$ cat src/rtl/vpu_pkg.sv
// Shared types and constants for the UART program loader and its receiver.
package vpu_pkg;

   typedef enum logic [1:0] {S_IDLE, S_COUNT, S_DATA, S_CSUM} loader_state_t;
   typedef enum logic [1:0] {R_IDLE, R_START, R_DATA, R_STOP} rx_state_t;

   localparam logic [7:0] FRAME_HEADER    = 8'hA5;
   localparam int         INSTR_WIDTH_DEF = 32;
   localparam int         BYTES_PER_INSTR = INSTR_WIDTH_DEF / 8;

endpackage

$ cat src/rtl/uart_rx_byte.sv
// 8N1 UART receiver: synchroniser, mid-bit sampling, one-cycle byte/frame-error pulses.
module uart_rx_byte
   import vpu_pkg::*;
#(
   parameter int CLK_PER_BIT = 54
) (
   input  logic       clk,
   input  logic       rst,
   input  logic       uart_rx,
   output logic       byte_valid,
   output logic [7:0] byte_data,
   output logic       frame_err
);

   localparam int            CW       = $clog2(CLK_PER_BIT) + 1;
   localparam logic [CW-1:0] FULL_END = CW'(CLK_PER_BIT - 1);
   localparam logic [CW-1:0] HALF_END = CW'(CLK_PER_BIT / 2 - 1);

   rx_state_t     state_q, state_d;
   logic [CW-1:0] cnt_q, cnt_d;
   logic [2:0]    bit_q, bit_d;
   logic [7:0]    shift_q, shift_d;
   logic          rx_meta, rx_sync, rx_prev;
   logic          valid_d, ferr_d;

   always_ff @(posedge clk or posedge rst) begin
      if (rst) begin
         // NOTE: synchroniser resets to the idle-high level so reset release never looks like a start edge.
         rx_meta    <= 1'b1;
         rx_sync    <= 1'b1;
         rx_prev    <= 1'b1;
         state_q    <= R_IDLE;
         cnt_q      <= '0;
         bit_q      <= '0;
         shift_q    <= '0;
         byte_valid <= 1'b0;
         frame_err  <= 1'b0;
      end else begin
         rx_meta    <= uart_rx;
         rx_sync    <= rx_meta;
         rx_prev    <= rx_sync;
         state_q    <= state_d;
         cnt_q      <= cnt_d;
         bit_q      <= bit_d;
         shift_q    <= shift_d;
         byte_valid <= valid_d;
         frame_err  <= ferr_d;
      end
   end

   always_comb begin
      state_d = state_q;
      cnt_d   = cnt_q + 1'b1;
      bit_d   = bit_q;
      shift_d = shift_q;
      valid_d = 1'b0;
      ferr_d  = 1'b0;
      case (state_q)
         R_IDLE: begin
            cnt_d = '0;
            if (rx_prev && !rx_sync) state_d = R_START;
         end
         R_START: begin
            // A start bit that is high again at mid-bit was a glitch.
            if (cnt_q == HALF_END) begin
               cnt_d   = '0;
               bit_d   = '0;
               state_d = rx_sync ? R_IDLE : R_DATA;
            end
         end
         R_DATA: begin
            if (cnt_q == FULL_END) begin
               cnt_d   = '0;
               shift_d = {rx_sync, shift_q[7:1]};
               bit_d   = bit_q + 1'b1;
               if (bit_q == 3'd7) state_d = R_STOP;
            end
         end
         R_STOP: begin
            if (cnt_q == FULL_END) begin
               state_d = R_IDLE;
               valid_d = rx_sync;
               ferr_d  = !rx_sync;
            end
         end
         default: state_d = R_IDLE;
      endcase
   end

   assign byte_data = shift_q;

endmodule

$ cat src/rtl/uart_instr_loader.sv
// Frame decoder that writes a UART-delivered program image into instruction memory
// and holds the control FSM in reset until a good image has been loaded.
module uart_instr_loader
   import vpu_pkg::*;
#(
   parameter int F_CLK          = 50_000_000,
   parameter int BAUD           = 921_600,
   parameter int CLK_PER_BIT    = F_CLK / BAUD,
   parameter int INSTR_WIDTH    = 8 * BYTES_PER_INSTR,
   parameter int INSTR_DEPTH    = 256,
   parameter int PC_WIDTH       = $clog2(INSTR_DEPTH),
   parameter int TIMEOUT_CYCLES = CLK_PER_BIT * 160
) (
   input  logic                   clk,
   input  logic                   rst,
   input  logic                   uart_rx,
   output logic                   wr_en,
   output logic [PC_WIDTH-1:0]    wr_addr,
   output logic [INSTR_WIDTH-1:0] wr_data,
   output logic                   busy,
   output logic                   load_done,
   output logic                   load_err,
   output logic [PC_WIDTH:0]      instr_count,
   output logic                   fsm_hold
);

   localparam int NBYTES = INSTR_WIDTH / 8;
   localparam int BW     = (NBYTES > 1) ? $clog2(NBYTES) : 1;
   localparam int NW     = PC_WIDTH + 1;
   localparam int TW     = $clog2(TIMEOUT_CYCLES + 1);

   logic                   byte_valid, frame_err;
   logic [7:0]             byte_data;
   loader_state_t          state_q, state_d;
   logic [NW-1:0]          n_words_q, word_idx_q;
   logic [BW-1:0]          byte_idx_q;
   logic [INSTR_WIDTH-1:0] word_q, next_word;
   logic [7:0]             csum_q;
   logic [TW-1:0]          timer_q;
   logic                   err_q, no_program_q;
   logic                   timeout, abort, word_done, last_word, csum_ok;

   uart_rx_byte #(.CLK_PER_BIT(CLK_PER_BIT)) u_rx (
      .clk        (clk),
      .rst        (rst),
      .uart_rx    (uart_rx),
      .byte_valid (byte_valid),
      .byte_data  (byte_data),
      .frame_err  (frame_err)
   );

   assign busy      = (state_q != S_IDLE);
   assign timeout   = (timer_q == TW'(TIMEOUT_CYCLES));
   // An arriving byte always beats a same-cycle timeout.
   assign abort     = busy && !byte_valid && (frame_err || timeout);
   assign word_done = (state_q == S_DATA) && byte_valid && (byte_idx_q == BW'(NBYTES - 1));
   assign last_word = (word_idx_q == n_words_q - 1'b1);
   assign csum_ok   = (byte_data == csum_q);
   assign next_word = (word_q << 8) | INSTR_WIDTH'(byte_data);
   // Held through the load_done cycle so release is always one cycle later.
   assign fsm_hold  = busy | err_q | no_program_q | load_done;

   always_ff @(posedge clk or posedge rst) begin
      if (rst) state_q <= S_IDLE;
      else     state_q <= state_d;
   end

   always_comb begin
      state_d = state_q;
      case (state_q)
         S_IDLE:  if (byte_valid && byte_data == FRAME_HEADER) state_d = S_COUNT;
         S_COUNT: if (byte_valid) state_d = S_DATA;
         S_DATA:  if (word_done && last_word) state_d = S_CSUM;
         S_CSUM:  if (byte_valid) state_d = S_IDLE;
         default: state_d = S_IDLE;
      endcase
      if (abort) state_d = S_IDLE;
   end

   always_ff @(posedge clk or posedge rst) begin
      if (rst) begin
         wr_en        <= 1'b0;
         wr_addr      <= '0;
         wr_data      <= '0;
         load_done    <= 1'b0;
         load_err     <= 1'b0;
         instr_count  <= '0;
         n_words_q    <= '0;
         word_idx_q   <= '0;
         byte_idx_q   <= '0;
         word_q       <= '0;
         csum_q       <= '0;
         timer_q      <= '0;
         err_q        <= 1'b0;
         no_program_q <= 1'b1;
      end else begin
         wr_en     <= 1'b0;
         load_done <= 1'b0;
         load_err  <= 1'b0;

         if (!busy || byte_valid) timer_q <= '0;
         else if (!timeout)       timer_q <= timer_q + 1'b1;

         case (state_q)
            S_COUNT: if (byte_valid) begin
               n_words_q  <= (byte_data == 8'd0) ? NW'(INSTR_DEPTH) : NW'(byte_data);
               csum_q     <= byte_data;
               word_idx_q <= '0;
               byte_idx_q <= '0;
            end
            S_DATA: if (byte_valid) begin
               word_q <= next_word;
               csum_q <= csum_q ^ byte_data;
               if (word_done) begin
                  byte_idx_q <= '0;
                  wr_en      <= 1'b1;
                  wr_addr    <= word_idx_q[PC_WIDTH-1:0];
                  wr_data    <= next_word;
                  word_idx_q <= word_idx_q + 1'b1;
               end else begin
                  byte_idx_q <= byte_idx_q + 1'b1;
               end
            end
            S_CSUM: if (byte_valid) begin
               if (csum_ok) begin
                  load_done    <= 1'b1;
                  instr_count  <= n_words_q;
                  err_q        <= 1'b0;
                  no_program_q <= 1'b0;
               end else begin
                  load_err <= 1'b1;
                  err_q    <= 1'b1;
               end
            end
            default: ;
         endcase

         if (abort) begin
            load_err <= 1'b1;
            err_q    <= 1'b1;
         end
      end
   end

endmodule

$ cat config.mk
export PLATFORM = sky130hd
export DESIGN_NAME = uart_instr_loader
export DESIGN_NICKNAME = d
export VERILOG_FILES = /design/src/rtl/vpu_pkg.sv /design/src/rtl/uart_rx_byte.sv /design/src/rtl/uart_instr_loader.sv
export SDC_FILE = /design/constraint.sdc
export NUM_CORES = 1
export LEC_CHECK = 0
export CAP_MARGIN = 25
export CORE_UTILIZATION = 58
export CTS_BUF_LIST = sky130_fd_sc_hd__clkbuf_8 sky130_fd_sc_hd__clkbuf_16
export DETAILED_ROUTE_END_ITERATION = 6
export MAX_ROUTING_LAYER = met4
export PLACE_DENSITY = 0.9
export SLEW_MARGIN = 20
export SYNTH_ARGS = -nofsm -noshare
export SYNTH_HDL_FRONTEND = slang
export SYNTH_SLANG_ARGS = --single-unit
export TNS_END_PERCENT = 30
$ cat constraint.sdc
create_clock -name clk -period 5.4 [get_ports clk]
set_input_delay 1.08 -clock clk [delete_from_list [all_inputs] [get_ports clk]]
set_output_delay 1.08 -clock clk [all_outputs]
set_load 0.02 [all_outputs]
==> flow_metrics.py <==
metrics = {
    "drt": {
        "drt_wl_total_um": 15880,
        "final_antenna_net_count": 0,
        "drc": 0,
        "first_pass_iters": 5,
        "wl_per_cell_um": 19.22,
        "num_vias": 4939,
        "drt-initial-drc-count": 382,
        "via_per_inst": 5.979,
    },
    "cts": {
        "clock-sinks": 147,
        "cts_resized": 0,
        "hold_buffers": 0,
        "postCtsSetupRepairBufs": 0,
        "numCtsBuffers": 17,
        "cts_tree": "built",
        "clockBufferDepth": 2,
        "clk_pin_slew_ns": 0.06,
        "insertion_delay_ns": 0.42,
        "cts.htree.levels": 4,
        "ctsRootBufferMaster": "clkbuf_16",
    },
    "finish": {
        "regArea_um2": 3684,
        "layout_common_cells": "143 x dfrtp_1, 142 x nand2_1, 56 x clkdlybuf4s50_1",
        "drive_above_1_share_pct": 14.14,
        "diodes": 0,
        "mostFrequentLayoutCell": "dfrtp_1",
        "area_growth_pct": 19.87,
        "fillers": 673,
        "design_area_um2": 7940,
        "fin_nets": 695,
        "multi_input_area_um2": 2719,
    },
    "floorplanning": {
        "die_h_um": 108.9,
        "start_util_pct": 60.31,
        "std_cell_rows": 38,
        "core_area_um2": 10980,
        "io_pins": 57,
        "die_w_um": 108.9,
        "die_area_um2": 11850,
    },
    "setup_path": {
        "path_delay_family": "buffers and inverters",
        "r2r_slack_ns": 2.67,
        "crit_chain": "inv_1 > ha_1 > inv_1 > or4_1 > clkdlybuf4s50_1",
        "cp.arrival_ns": 2.20,
        "crit_type": "reg2out",
        "r2r_end": "state_q[1]",
        "ff2ff_path_depth": 9,
        "slowest_stage": "clkdlybuf4s50_1",
        "end_kind": "output pin",
        "path_depth": 5,
        "critical-path-max-stage-delay_ns": 0.54,
        "crit_buf_inv": 3,
        "path_common_cell": "inv_1",
        "worstSetupStartpoint": "state_q[0]",
        "cp.required_ns": 4.32,
        "crit_fanout": 3,
        "worstSetupStartpointType": "flop",
        "critPathCapture": "fsm_hold",
        "r2r-start": "state_q[0]",
    },
    "power_and_ir_drop": {
        "power_density_nw_per_um2": 325.1,
        "vdd_drop_max_uv": 249.6,
        "leakage_nw": 3.819,
    },
    "global_routing": {
        "grt_max_degree": 112,
        "grt_pass1_wl_um": 25320,
        "first_global_vias": 5043,
        "grtUsageMet1_pct": 35.08,
        "grt_usage_pct": 29.71,
        "grtUsageMet2_pct": 49.01,
        "grtUsageMet3_pct": 4.901,
        "grt_antenna_before_repair": 0,
        "overflow": 0,
        "gr-max-usage-layer": "met2",
    },
    "timing": {
        "hold_viol_final": 0,
        "rsz0062_at_grt": "false",
        "maxSlewViolCount": 0,
        "max_freq_mhz": 304.7,
        "timing.setup.tns_ns": 0,
        "slew_headroom_pct": 58.02,
        "fin_worst_skew_ns": 0.008876,
        "post-route-period-util_pct": 60.77,
        "final.min_clock_period_ns": 3.282,
        "tightest_slew_ns": 0.6274,
        "finalSetupViolCount": 0,
    },
    "synthesis": {
        "syn_area_um2": 6624,
        "yosysWarnings": 0,
        "synthArstFlopShare_pct": 100.0,
        "synthCells": 626,
        "ys.flop_type": "dfrtp_1",
        "ys_types": 56,
        "synth-edff-count": 0,
        "synth-seq-area-share_pct": 55.61,
        "ys_ff_latch": 147,
        "syn_nets": 647,
        "avgSynthCellArea_um2": 10.58,
    },
    "run_status": {
        "status": "completed",
    },
    "flow_run": {
        "maxCapViolations": 0,
    },
    "placement": {
        "port-buffer-count": 56,
        "placed_area_um2": 7242,
        "dp_hpwl_um": 9494,
        "gp_congestion": 0.8914,
    },
    "worst_hold_path": {
        "holdCritPathClass": "reg2reg",
    },
}
logic make-up after synthesis:
| group | after synthesis | share of synthesized area (%) |
|---|---|---|
| compound gates | 61 | 6.196 |
| xor+xnor | 41 | 5.535 |
| fa+ha+maj | 18 | 3.400 |
| buf+inv | 53 | 3.381 |
| flops | 147 | 55.61 |
| mux | 51 | 8.632 |
| simple gates | 255 | 17.25 |
flip-flops by register name, indices dropped and copies added, names as in the netlist, named ones only:
register and count:
u_rx.byte_data 8, word_idx_q 9, u_rx.byte_valid 1, load_err 1, u_rx.state_q 1, u_rx.rx_sync 1
timer_q 14, word_q 24, instr_count 9, wr_data 32, load_done 1, u_rx.rx_meta 1
csum_q 8, state_q 2, no_program_q 1, err_q 1, u_rx.bit_q 3, u_rx.cnt_q 7
wr_addr 8, wr_en 1, u_rx.rx_prev 1, byte_idx_q 2, u_rx.frame_err 1, n_words_q 9
report_power, final:
group          switching [mW]  internal (mW)  leakage [nW]
combinational          0.0957         0.0484          1.46
sequential             0.0264           1.13          2.03
clock                   0.448          0.836         0.323
total                   0.570           2.01          3.82
worst min-delay path by stage:
stage	from	to	slack (ns)	depth (start not counted)
after global placement	u_rx.rx_meta	u_rx.rx_sync	0.35	0
after floorplan	u_rx.rx_meta	u_rx.rx_sync	0.35	0
after global routing	u_rx.rx_meta	u_rx.rx_sync	0.37	0
final	u_rx.rx_meta	u_rx.rx_sync	0.37	0
after detailed placement	u_rx.rx_meta	u_rx.rx_sync	0.35	0
after CTS	u_rx.rx_meta	u_rx.rx_sync	0.37	0
synthesized netlist by cell type (all sizes together) (2+ instances only):
library cell / count / area share (%)
xnor2: 21 / 2.9
a311oi: 8 / 1.1
a31oi: 3 / 0.28
mux2: 49 / 8.3
inv: 21 / 1.2
buf: 15 / 1.2
nand4: 9 / 0.85
nor4b: 2 / 0.26
o21ai: 19 / 1.5
dfstp: 4 / 1.6
nor3: 7 / 0.70
xor2: 20 / 2.6
clkbuf: 17 / 0.96
ha: 18 / 3.4
a21o: 2 / 0.23
nand2: 143 / 8.1
dfrtp: 143 / 54
o31ai: 3 / 0.34
nand2b: 4 / 0.38
or3: 3 / 0.28
and3: 8 / 0.76
mux2i: 2 / 0.30
nor4: 3 / 0.38
a21boi: 2 / 0.23
and4: 2 / 0.26
nand3: 13 / 1.1
nor2: 49 / 2.8
a21oi: 15 / 1.1
nor2b: 3 / 0.28
metrics by stage:
stage / setup WS [ns] / hold slack (ns) / power [mW] / util, % / cells
floorplan: 0.3753 / 0.3452 / 1.274 / - / 626
global placement: 2.595 / 0.3502 / 1.290 / 65.94 / 793
detailed placement: 2.430 / 0.3537 / 1.309 / 65.94 / 793
CTS: 2.107 / 0.3665 / 2.584 / 71.77 / 824
global route: 2.024 / 0.3723 / 2.657 / 72.29 / 826
finish: 2.118 / 0.3651 / 2.581 / 72.29 / 826
area by class of cell:
cell class	count	share of cell area, %
Tap cell	140	2.206
Timing Repair Buffer	61	8.037
Sequential cell	147	46.39
Multi-Input combinational cell	426	34.24
Clock inverter	12	2.364
Clock buffer	19	5.704
Inverter	21	1.056
routing by layer:
| metal | part of all wire [%] | up-vias |
|---|---|---|
| met1 | 40 | 2486 |
| li1 | - | 2186 |
| met2 | 50 | 212 |
| met4 | 4.1 | 0 |
| met5 | 0 | - |
| met3 | 5.7 | 55 |
Note: power is estimated with default switching activity, not from simulation.
